### src/rtl/aha_clock_select_controller_pkg.sv
// Shared definitions for the clock-select sequencer.
//   state_e                : FSM state encoding (IDLE=0, DROP=1, RAISE=2, ERROR=3)
//   DEFAULT_TIMEOUT_CYCLES : default bound on any wait state, in CLK cycles
//   sel_id_width()         : width of the command index field
package aha_clk_ctrl_pkg;

  typedef enum logic [1:0] {
    ST_IDLE  = 2'd0,
    ST_DROP  = 2'd1,
    ST_RAISE = 2'd2,
    ST_ERROR = 2'd3
  } state_e;

  localparam int DEFAULT_TIMEOUT_CYCLES = 1023;

  // The command index carries one bit more than a slice index so that an
  // out-of-range request is representable (and rejectable) for every NUM_CLKS.
  function automatic int sel_id_width(input int num_clks);
    return $clog2(num_clks) + 1;
  endfunction

endpackage

### src/rtl/aha_clock_select_controller_if.sv
// Command / slice handshake bundle of the clock-select sequencer.
//   SEL_VALID, SEL_ID, SEL_READY  : select command handshake
//   SELECT_REQ, SELECT_ACK        : per-slice request / acknowledge
//   CURRENT_SEL, SWITCH_DONE      : status of the last completed switch
//   SWITCH_ERROR, ERROR_CLEAR     : sticky error flag and its clear
// master = command issuer + slice side, slave = the controller.
interface aha_clock_select_controller_if #(
  parameter int NUM_CLKS = 4
);
  import aha_clk_ctrl_pkg::*;

  localparam int ID_W  = sel_id_width(NUM_CLKS);
  localparam int CUR_W = $clog2(NUM_CLKS);

  logic                SEL_VALID;
  logic [ID_W-1:0]     SEL_ID;
  logic                SEL_READY;
  logic [NUM_CLKS-1:0] SELECT_REQ;
  logic [NUM_CLKS-1:0] SELECT_ACK;
  logic [CUR_W-1:0]    CURRENT_SEL;
  logic                SWITCH_DONE;
  logic                SWITCH_ERROR;
  logic                ERROR_CLEAR;

  modport master (
    output SEL_VALID, SEL_ID, SELECT_ACK, ERROR_CLEAR,
    input  SEL_READY, SELECT_REQ, CURRENT_SEL, SWITCH_DONE, SWITCH_ERROR
  );

  modport slave (
    input  SEL_VALID, SEL_ID, SELECT_ACK, ERROR_CLEAR,
    output SEL_READY, SELECT_REQ, CURRENT_SEL, SWITCH_DONE, SWITCH_ERROR
  );

endinterface

### src/rtl/aha_clock_select_controller_sync_bit.sv
// Two-flop synchronizer bringing one slice acknowledge into the CLK domain.
//   clk : destination clock
//   rst : asynchronous active-high reset, clears both flops to 0
//   d   : asynchronous input
//   q   : synchronized output, two clk edges behind d
module AhaSyncBit (
  input  logic clk,
  input  logic rst,
  input  logic d,
  output logic q
);

  logic meta_r;

  // Two-stage capture; the first stage may go metastable and is never used directly.
  always_ff @(posedge clk or posedge rst) begin
    if (rst) begin
      meta_r <= 1'b0;
      q      <= 1'b0;
    end else begin
      meta_r <= d;
      q      <= meta_r;
    end
  end

endmodule

### src/rtl/aha_clock_select_controller.sv
// Break-before-make sequencer for the per-clock glitch-free switch slices.
//   CLK   : always-on reference clock
//   RESET : asynchronous active-high reset
//   bus   : command handshake, per-slice request/acknowledge, status and
//           error flag (see aha_clock_select_controller_if)
// A switch drops every request, waits for all synchronized acknowledges to
// fall, raises the target request and waits for its acknowledge. Both waits
// are bounded by TIMEOUT_CYCLES; expiry parks the FSM in ERROR.
module aha_clock_select_controller
  import aha_clk_ctrl_pkg::*;
#(
  parameter int NUM_CLKS       = 4,
  parameter int DEFAULT_SEL    = 0,
  parameter int TIMEOUT_CYCLES = DEFAULT_TIMEOUT_CYCLES
) (
  input  logic CLK,
  input  logic RESET,
  aha_clock_select_controller_if.slave bus
);

  localparam int ID_W  = sel_id_width(NUM_CLKS);
  localparam int CUR_W = $clog2(NUM_CLKS);
  localparam int CNT_W = $clog2(TIMEOUT_CYCLES + 1);

  localparam logic [1:0] S_IDLE  = ST_IDLE;
  localparam logic [1:0] S_DROP  = ST_DROP;
  localparam logic [1:0] S_RAISE = ST_RAISE;
  localparam logic [1:0] S_ERROR = ST_ERROR;

  localparam logic [CNT_W-1:0]    CNT_MAX   = CNT_W'(TIMEOUT_CYCLES);
  localparam logic [NUM_CLKS-1:0] REQ_ONE   = NUM_CLKS'(1);
  localparam logic [NUM_CLKS-1:0] REQ_RESET = REQ_ONE << DEFAULT_SEL;
  localparam logic [CUR_W-1:0]    CUR_RESET = CUR_W'(DEFAULT_SEL);
  localparam logic [ID_W-1:0]     ID_LIMIT  = ID_W'(NUM_CLKS);

  logic [NUM_CLKS-1:0] ack_s;

  logic [1:0]          state_r,  state_next;
  logic [NUM_CLKS-1:0] req_r,    req_next;
  logic [CUR_W-1:0]    cur_r,    cur_next;
  logic [CUR_W-1:0]    tgt_r,    tgt_next;
  logic [CNT_W-1:0]    cnt_r,    cnt_next;
  logic                done_r,   done_next;
  logic                err_r,    err_next;
  logic                ready_r,  ready_next;
  logic                err_set_s;
  logic [CNT_W-1:0]    cnt_step_s;

  for (genvar i = 0; i < NUM_CLKS; i++) begin : g_ack_sync
    AhaSyncBit u_sync (
      .clk (CLK),
      .rst (RESET),
      .d   (bus.SELECT_ACK[i]),
      .q   (ack_s[i])
    );
  end

  // Saturating wait counter value for the coming edge.
  always_comb begin
    if (cnt_r == CNT_MAX) begin
      cnt_step_s = cnt_r;
    end else begin
      cnt_step_s = cnt_r + CNT_W'(1);
    end
  end

  // Next-state and datapath decisions of the switch sequencer.
  always_comb begin
    state_next = state_r;
    req_next   = req_r;
    cur_next   = cur_r;
    tgt_next   = tgt_r;
    cnt_next   = cnt_r;
    done_next  = 1'b0;
    err_set_s  = 1'b0;

    case (state_r)
      S_IDLE: begin
        if (bus.SEL_VALID && ready_r) begin
          if (bus.SEL_ID >= ID_LIMIT) begin
            err_set_s = 1'b1;
          end else if (bus.SEL_ID[CUR_W-1:0] == cur_r) begin
            done_next = 1'b1;
          end else begin
            tgt_next   = bus.SEL_ID[CUR_W-1:0];
            req_next   = '0;
            cnt_next   = '0;
            state_next = S_DROP;
          end
        end else begin
          state_next = S_IDLE;
        end
      end

      // Every slice must be off, not just the previous one, before any raise.
      S_DROP: begin
        if (ack_s == '0) begin
          req_next   = REQ_ONE << tgt_r;
          cnt_next   = '0;
          state_next = S_RAISE;
        end else begin
          cnt_next = cnt_step_s;
          if (cnt_step_s == CNT_MAX) begin
            err_set_s  = 1'b1;
            state_next = S_ERROR;
          end else begin
            state_next = S_DROP;
          end
        end
      end

      S_RAISE: begin
        if (ack_s[tgt_r]) begin
          cur_next   = tgt_r;
          done_next  = 1'b1;
          state_next = S_IDLE;
        end else begin
          cnt_next = cnt_step_s;
          if (cnt_step_s == CNT_MAX) begin
            err_set_s  = 1'b1;
            state_next = S_ERROR;
          end else begin
            state_next = S_RAISE;
          end
        end
      end

      // Requests are left as they were so the command can simply be reissued.
      S_ERROR: begin
        if (bus.ERROR_CLEAR) begin
          state_next = S_IDLE;
        end else begin
          state_next = S_ERROR;
        end
      end

      default: begin
        state_next = S_IDLE;
      end
    endcase

    // A new error outranks a simultaneous clear.
    if (err_set_s) begin
      err_next = 1'b1;
    end else if (bus.ERROR_CLEAR) begin
      err_next = 1'b0;
    end else begin
      err_next = err_r;
    end

    ready_next = (state_next == S_IDLE);
  end

  // State and output registers.
  always_ff @(posedge CLK or posedge RESET) begin
    if (RESET) begin
      state_r <= S_IDLE;
      req_r   <= REQ_RESET;
      cur_r   <= CUR_RESET;
      tgt_r   <= CUR_RESET;
      cnt_r   <= '0;
      done_r  <= 1'b0;
      err_r   <= 1'b0;
      ready_r <= 1'b1;
    end else begin
      state_r <= state_next;
      req_r   <= req_next;
      cur_r   <= cur_next;
      tgt_r   <= tgt_next;
      cnt_r   <= cnt_next;
      done_r  <= done_next;
      err_r   <= err_next;
      ready_r <= ready_next;
    end
  end

  assign bus.SEL_READY    = ready_r;
  assign bus.SELECT_REQ   = req_r;
  assign bus.CURRENT_SEL  = cur_r;
  assign bus.SWITCH_DONE  = done_r;
  assign bus.SWITCH_ERROR = err_r;

endmodule

### src/flat_wrapper.sv
// flat-port wrapper written by rule: the top's interface ports become plain ports
module aha_clock_select_controller_flat import aha_clk_ctrl_pkg::*;
#(
  parameter int NUM_CLKS       = 4,
  parameter int DEFAULT_SEL    = 0,
  parameter int TIMEOUT_CYCLES = DEFAULT_TIMEOUT_CYCLES
)
  (CLK, RESET, bus_SEL_VALID, bus_SEL_ID, bus_SELECT_ACK, bus_ERROR_CLEAR, bus_SEL_READY, bus_SELECT_REQ, bus_CURRENT_SEL, bus_SWITCH_DONE, bus_SWITCH_ERROR);
  aha_clock_select_controller_if #(.NUM_CLKS(NUM_CLKS)) bus_i ();
  input  logic CLK;
  input  logic RESET;
  input wire logic [$bits(bus_i.SEL_VALID)-1:0] bus_SEL_VALID;
  input wire logic [$bits(bus_i.SEL_ID)-1:0] bus_SEL_ID;
  input wire logic [$bits(bus_i.SELECT_ACK)-1:0] bus_SELECT_ACK;
  input wire logic [$bits(bus_i.ERROR_CLEAR)-1:0] bus_ERROR_CLEAR;
  output wire logic [$bits(bus_i.SEL_READY)-1:0] bus_SEL_READY;
  output wire logic [$bits(bus_i.SELECT_REQ)-1:0] bus_SELECT_REQ;
  output wire logic [$bits(bus_i.CURRENT_SEL)-1:0] bus_CURRENT_SEL;
  output wire logic [$bits(bus_i.SWITCH_DONE)-1:0] bus_SWITCH_DONE;
  output wire logic [$bits(bus_i.SWITCH_ERROR)-1:0] bus_SWITCH_ERROR;
  assign bus_i.SEL_VALID = bus_SEL_VALID;
  assign bus_i.SEL_ID = bus_SEL_ID;
  assign bus_i.SELECT_ACK = bus_SELECT_ACK;
  assign bus_i.ERROR_CLEAR = bus_ERROR_CLEAR;
  assign bus_SEL_READY = bus_i.SEL_READY;
  assign bus_SELECT_REQ = bus_i.SELECT_REQ;
  assign bus_CURRENT_SEL = bus_i.CURRENT_SEL;
  assign bus_SWITCH_DONE = bus_i.SWITCH_DONE;
  assign bus_SWITCH_ERROR = bus_i.SWITCH_ERROR;
  aha_clock_select_controller #(.NUM_CLKS(NUM_CLKS), .DEFAULT_SEL(DEFAULT_SEL), .TIMEOUT_CYCLES(TIMEOUT_CYCLES)) u_core (.CLK(CLK), .RESET(RESET), .bus(bus_i));
endmodule
### config.mk
export PLATFORM = sky130hd
export DESIGN_NAME = aha_clock_select_controller_flat
export DESIGN_NICKNAME = d
export VERILOG_FILES = /design/src/rtl/aha_clock_select_controller_pkg.sv /design/src/rtl/aha_clock_select_controller_if.sv /design/src/rtl/aha_clock_select_controller_sync_bit.sv /design/src/rtl/aha_clock_select_controller.sv /design/src/flat_wrapper.sv
export SDC_FILE = /design/constraint.sdc
export NUM_CORES = 1
export LEC_CHECK = 0
export ABC_AREA = 1
export CORE_ASPECT_RATIO = 1.2
export CORE_MARGIN = 2
export CORE_UTILIZATION = 50
export CTS_BUF_LIST = sky130_fd_sc_hd__clkbuf_16
export CTS_CLUSTER_SIZE = 28
export DETAILED_ROUTE_END_ITERATION = 8
export PLACE_DENSITY = 0.83
export SYNTH_ARGS = -nofsm -noshare
export SYNTH_HDL_FRONTEND = slang
export SYNTH_SLANG_ARGS = --single-unit
export TNS_END_PERCENT = 100
### constraint.sdc
create_clock -name CLK -period 1.7 [get_ports CLK]
set_clock_uncertainty 0.1 [all_clocks]
set_input_delay 0.17 -clock CLK [delete_from_list [all_inputs] [get_ports CLK]]
set_output_delay 0.17 -clock CLK [all_outputs]
set_load 0.01 [all_outputs]
==> flow_metrics.env <==
export IMPL_hp_class="input port to async pin"
export IMPL_fin_crit_sh_pct=111.5
export IMPL_min_period_ps=1896
export IMPL_ys_seq_area_share_pct=45.80
export IMPL_initial_core_util_pct=51.34
export IMPL_end_kind="register"
export IMPL_crit_required_ps=1810
export IMPL_violations="negative setup slack"
export IMPL_syn_avg_cell_area_sq_um=8.208
export IMPL_setup_viol=9
export IMPL_status="complete, but fails checks"
export IMPL_grt_pass1_wl_um=7058
export IMPL_ys_warn_count=0
export IMPL_syn_inst=207
export IMPL_hpwl_um=2915
export IMPL_relSlewSlack_pct=73.95
export IMPL_r2r_slack_ps=-200
export IMPL_num_rows=23
export IMPL_drt_iter0_markers=105
export IMPL_final_hold_violation_count=0
export IMPL_tightest_slew_ps=390.8
export IMPL_synth_fp_nets=223
export IMPL_synth_top_cell_by_area="dfrtp_1"
export IMPL_finalPower_mw=3.544
export IMPL_synth_area_sq_um=1699
export IMPL_clk_latency_ps=280
export IMPL_root_buffer="clkbuf_16"
export IMPL_ant_nets=0
export IMPL_crit_start="u_core.cnt_r[1]"
export IMPL_first_pass_iters=4
export IMPL_htreeDepth=2
export IMPL_critPathArrivalTime_ps=2000
export IMPL_antenna_diode_count=0
export IMPL_grt_pass1_vias=1647
export IMPL_synth_area_mux_share_pct=0
export IMPL_numCtsBuffers=5
export IMPL_core_sq_um=3309
export IMPL_vias=1665
export IMPL_cellLeakagePower_nw=1.180
export IMPL_slew_viol_final=0
export IMPL_setup_slack_ps=-195.6
export IMPL_grt_overflow=0
export IMPL_worstReg2RegStart="u_core.cnt_r[1]"
export IMPL_setup_tns_ps=-775.9
export IMPL_cts_buffer_depth=2
export IMPL_gp_congestion=0.8860
export IMPL_antenna_found_initial=0
export IMPL_synth_compound_area_share_pct=13.03
export IMPL_reg2reg_depth=10
export IMPL_synth_seq_cells=31
export IMPL_clkSinkCount=31
export IMPL_cp_start_kind="register"
export IMPL_nets=289
export IMPL_cts_hold_buf=0
export IMPL_vdd_drop_max_uv=1183
export IMPL_postLayoutCoreUtil_pct=78.53
export IMPL_drt_total_wl_um=4841
export IMPL_port_buffers=19
export IMPL_viasPerCell=5.354
export IMPL_synth_area_leaders="dfrtp_1, nand2_1, inv_1"
export IMPL_dpl_cell_area_sq_um=2188
export IMPL_cts_tree="yes"
export IMPL_die_w_um=57.22
export IMPL_route_detailed_drc=0
export IMPL_maxCapViolCount=0
export IMPL_crit_type="register to register"
export IMPL_area_delta_synth_final_pct=52.95
export IMPL_synth_simple_gate_area_share_pct=26.80
export IMPL_crit_fanout=5
export IMPL_drive_gt1_share_pct=37.59
export IMPL_wl_per_cell_um=15.57
export IMPL_yosys_area_share_adder_pct=3.682
export IMPL_track_usage_pct=24.50
export IMPL_clk_pin_slew_ps=50
export IMPL_synth_top_family_by_area="simple AND/OR/NAND/NOR gates"
export IMPL_synth_xor_area_share_pct=2.062
export IMPL_r2r_end="u_core.bus.SEL_READY"
export IMPL_grt_start_max_net_pins=32
export IMPL_synth_top_cell_area_share_pct=42.71
export IMPL_rsz0062_at_grt="yes"
export IMPL_powerDensity_nw_per_um2=1364
export IMPL_fp_dieH_um=67.86
export IMPL_die_area_sq_um=3883
export IMPL_io_pins=20
export IMPL_max_clock_freq_mhz=527.5
export IMPL_yosysUniqueCellTypes=27
export IMPL_finalInstanceArea_sq_um=2599
[how the worst max path moves through the flow]
| stage | endpoint | slack (ps) | depth (start not counted) |
|---|---|---|---|
| after floorplan | u_core.bus.SELECT_REQ[0] | 6 | 9 |
| after global placement | u_core.cnt_r[9] | -140 | 8 |
| after detailed placement | u_core.cnt_r[0] | -190 | 8 |
| after CTS | u_core.bus.SEL_READY | -120 | 11 |
| after global routing | u_core.bus.SEL_READY | -320 | 10 |
| final | u_core.bus.SEL_READY | -200 | 10 |
[stage by stage]
stage / hold WS (ps) / cells / worst slack, ps
after global routing: 235.8 / 311 / -320.1
after global placement: 231.8 / 295 / -139.4
after floorplan: 101.4 / 207 / 5.934
final: 168.7 / 311 / -195.6
after detailed placement: 234.7 / 295 / -193.1
after CTS: 183.1 / 306 / -120.3
[metal layers]
metal,vias up,global-route usage (%),routed length (um)
li1,807,-,-
met1,765,26.75,1904
met2,71,43.97,2481
met3,22,6.427,282
met4,0,12.50,173
met5,-,0,0
[flip-flops by register name (all words and copies together) (netlist names)]
register / cells
u_core.bus.CURRENT_SEL: 2
u_core.bus.SELECT_REQ: 4
u_core.bus.SEL_READY: 1
u_core.bus.SWITCH_DONE: 1
u_core.bus.SWITCH_ERROR: 1
u_core.cnt_r: 10
u_core.g_ack_sync.u_sync.meta_r: 4
u_core.g_ack_sync.u_sync.q: 4
u_core.state_r: 2
u_core.tgt_r: 2
[critical path: stages, from the launching register on]
cell     delay, ps
dfrtp_1        410
buf_4          160
nand3_2        160
o21ai_0        240
o21ai_0        180
o21ai_1        200
nand4_1        120
nand2_1         80
nand2_1         50
nand2_1         80
nor2_1          50
[cell usage in the layout, fill, tap and decap left out, types with 3 or more instances in the layout]
master / count
buf_4: 37
nand2_1: 37
xnor2_1: 3
buf_6: 3
a21oi_1: 3
o22ai_2: 3
nand3_1: 12
o41ai_2: 4
o22ai_1: 8
nand2_2: 14
dfrtp_1: 27
o21ai_0: 9
nor2_4: 4
nand3_2: 4
clkdlybuf4s50_1: 19
ha_1: 3
nor2_2: 4
clkbuf_16: 5
nor2_1: 12
inv_2: 5
inv_1: 31
[report_power, final]
group / switching, mW / internal [mW]
logic: 0.789 / 0.779
registers: 0.108 / 0.878
clock network: 0.308 / 0.681
total: 1.21 / 2.34
[cell families (layout without fill, tap and decap cells)]
| family | after synthesis | after routing |
|---|---|---|
| compound gates | 33 | 34 |
| flops | 31 | 31 |
| xor+xnor | 4 | 4 |
| buf+inv | 38 | 104 |
| simple gates | 96 | 96 |
| fa+ha+maj | 5 | 5 |
[synthesized netlist by cell type]
library cell	instances
o21ai_2	2
or2_4	1
a21oi_2	1
inv_2	3
and2_1	2
o211ai_4	1
o41ai_1	4
o22ai_1	11
ha_1	5
xnor2_1	3
nand2_1	51
nand3_1	16
xor2_1	1
nand3_4	2
a21oi_1	3
nor2_1	17
o21ai_0	10
nor2_4	3
nor3_1	1
o21ai_1	1
inv_1	34
dfrtp_1	29
dfstp_2	2
buf_4	1
nand2_2	1
nand4_1	1
nand4_2	1
[cell type report]
type	instances	area [sq um]
multi-input combinational	139	964.7
fill	193	710.7
clock buffer	5	125.1
timing repair buffer	59	501.7
clock inverter	3	38.79
tap	37	46.29
inverter	37	141.4
sequential	31	780.7
[what timing repair did]
| item | in CTS | in global routing |
|---|---|---|
| endpoints found under the setup margin | 8 | 18 |
| gates resized for setup | 25 | 21 |
| buffers inserted | 3 | 4 |
| cloned | 0 | 1 |
| pin swaps | 14 | 10 |
(Power assumes the default switching activity.)
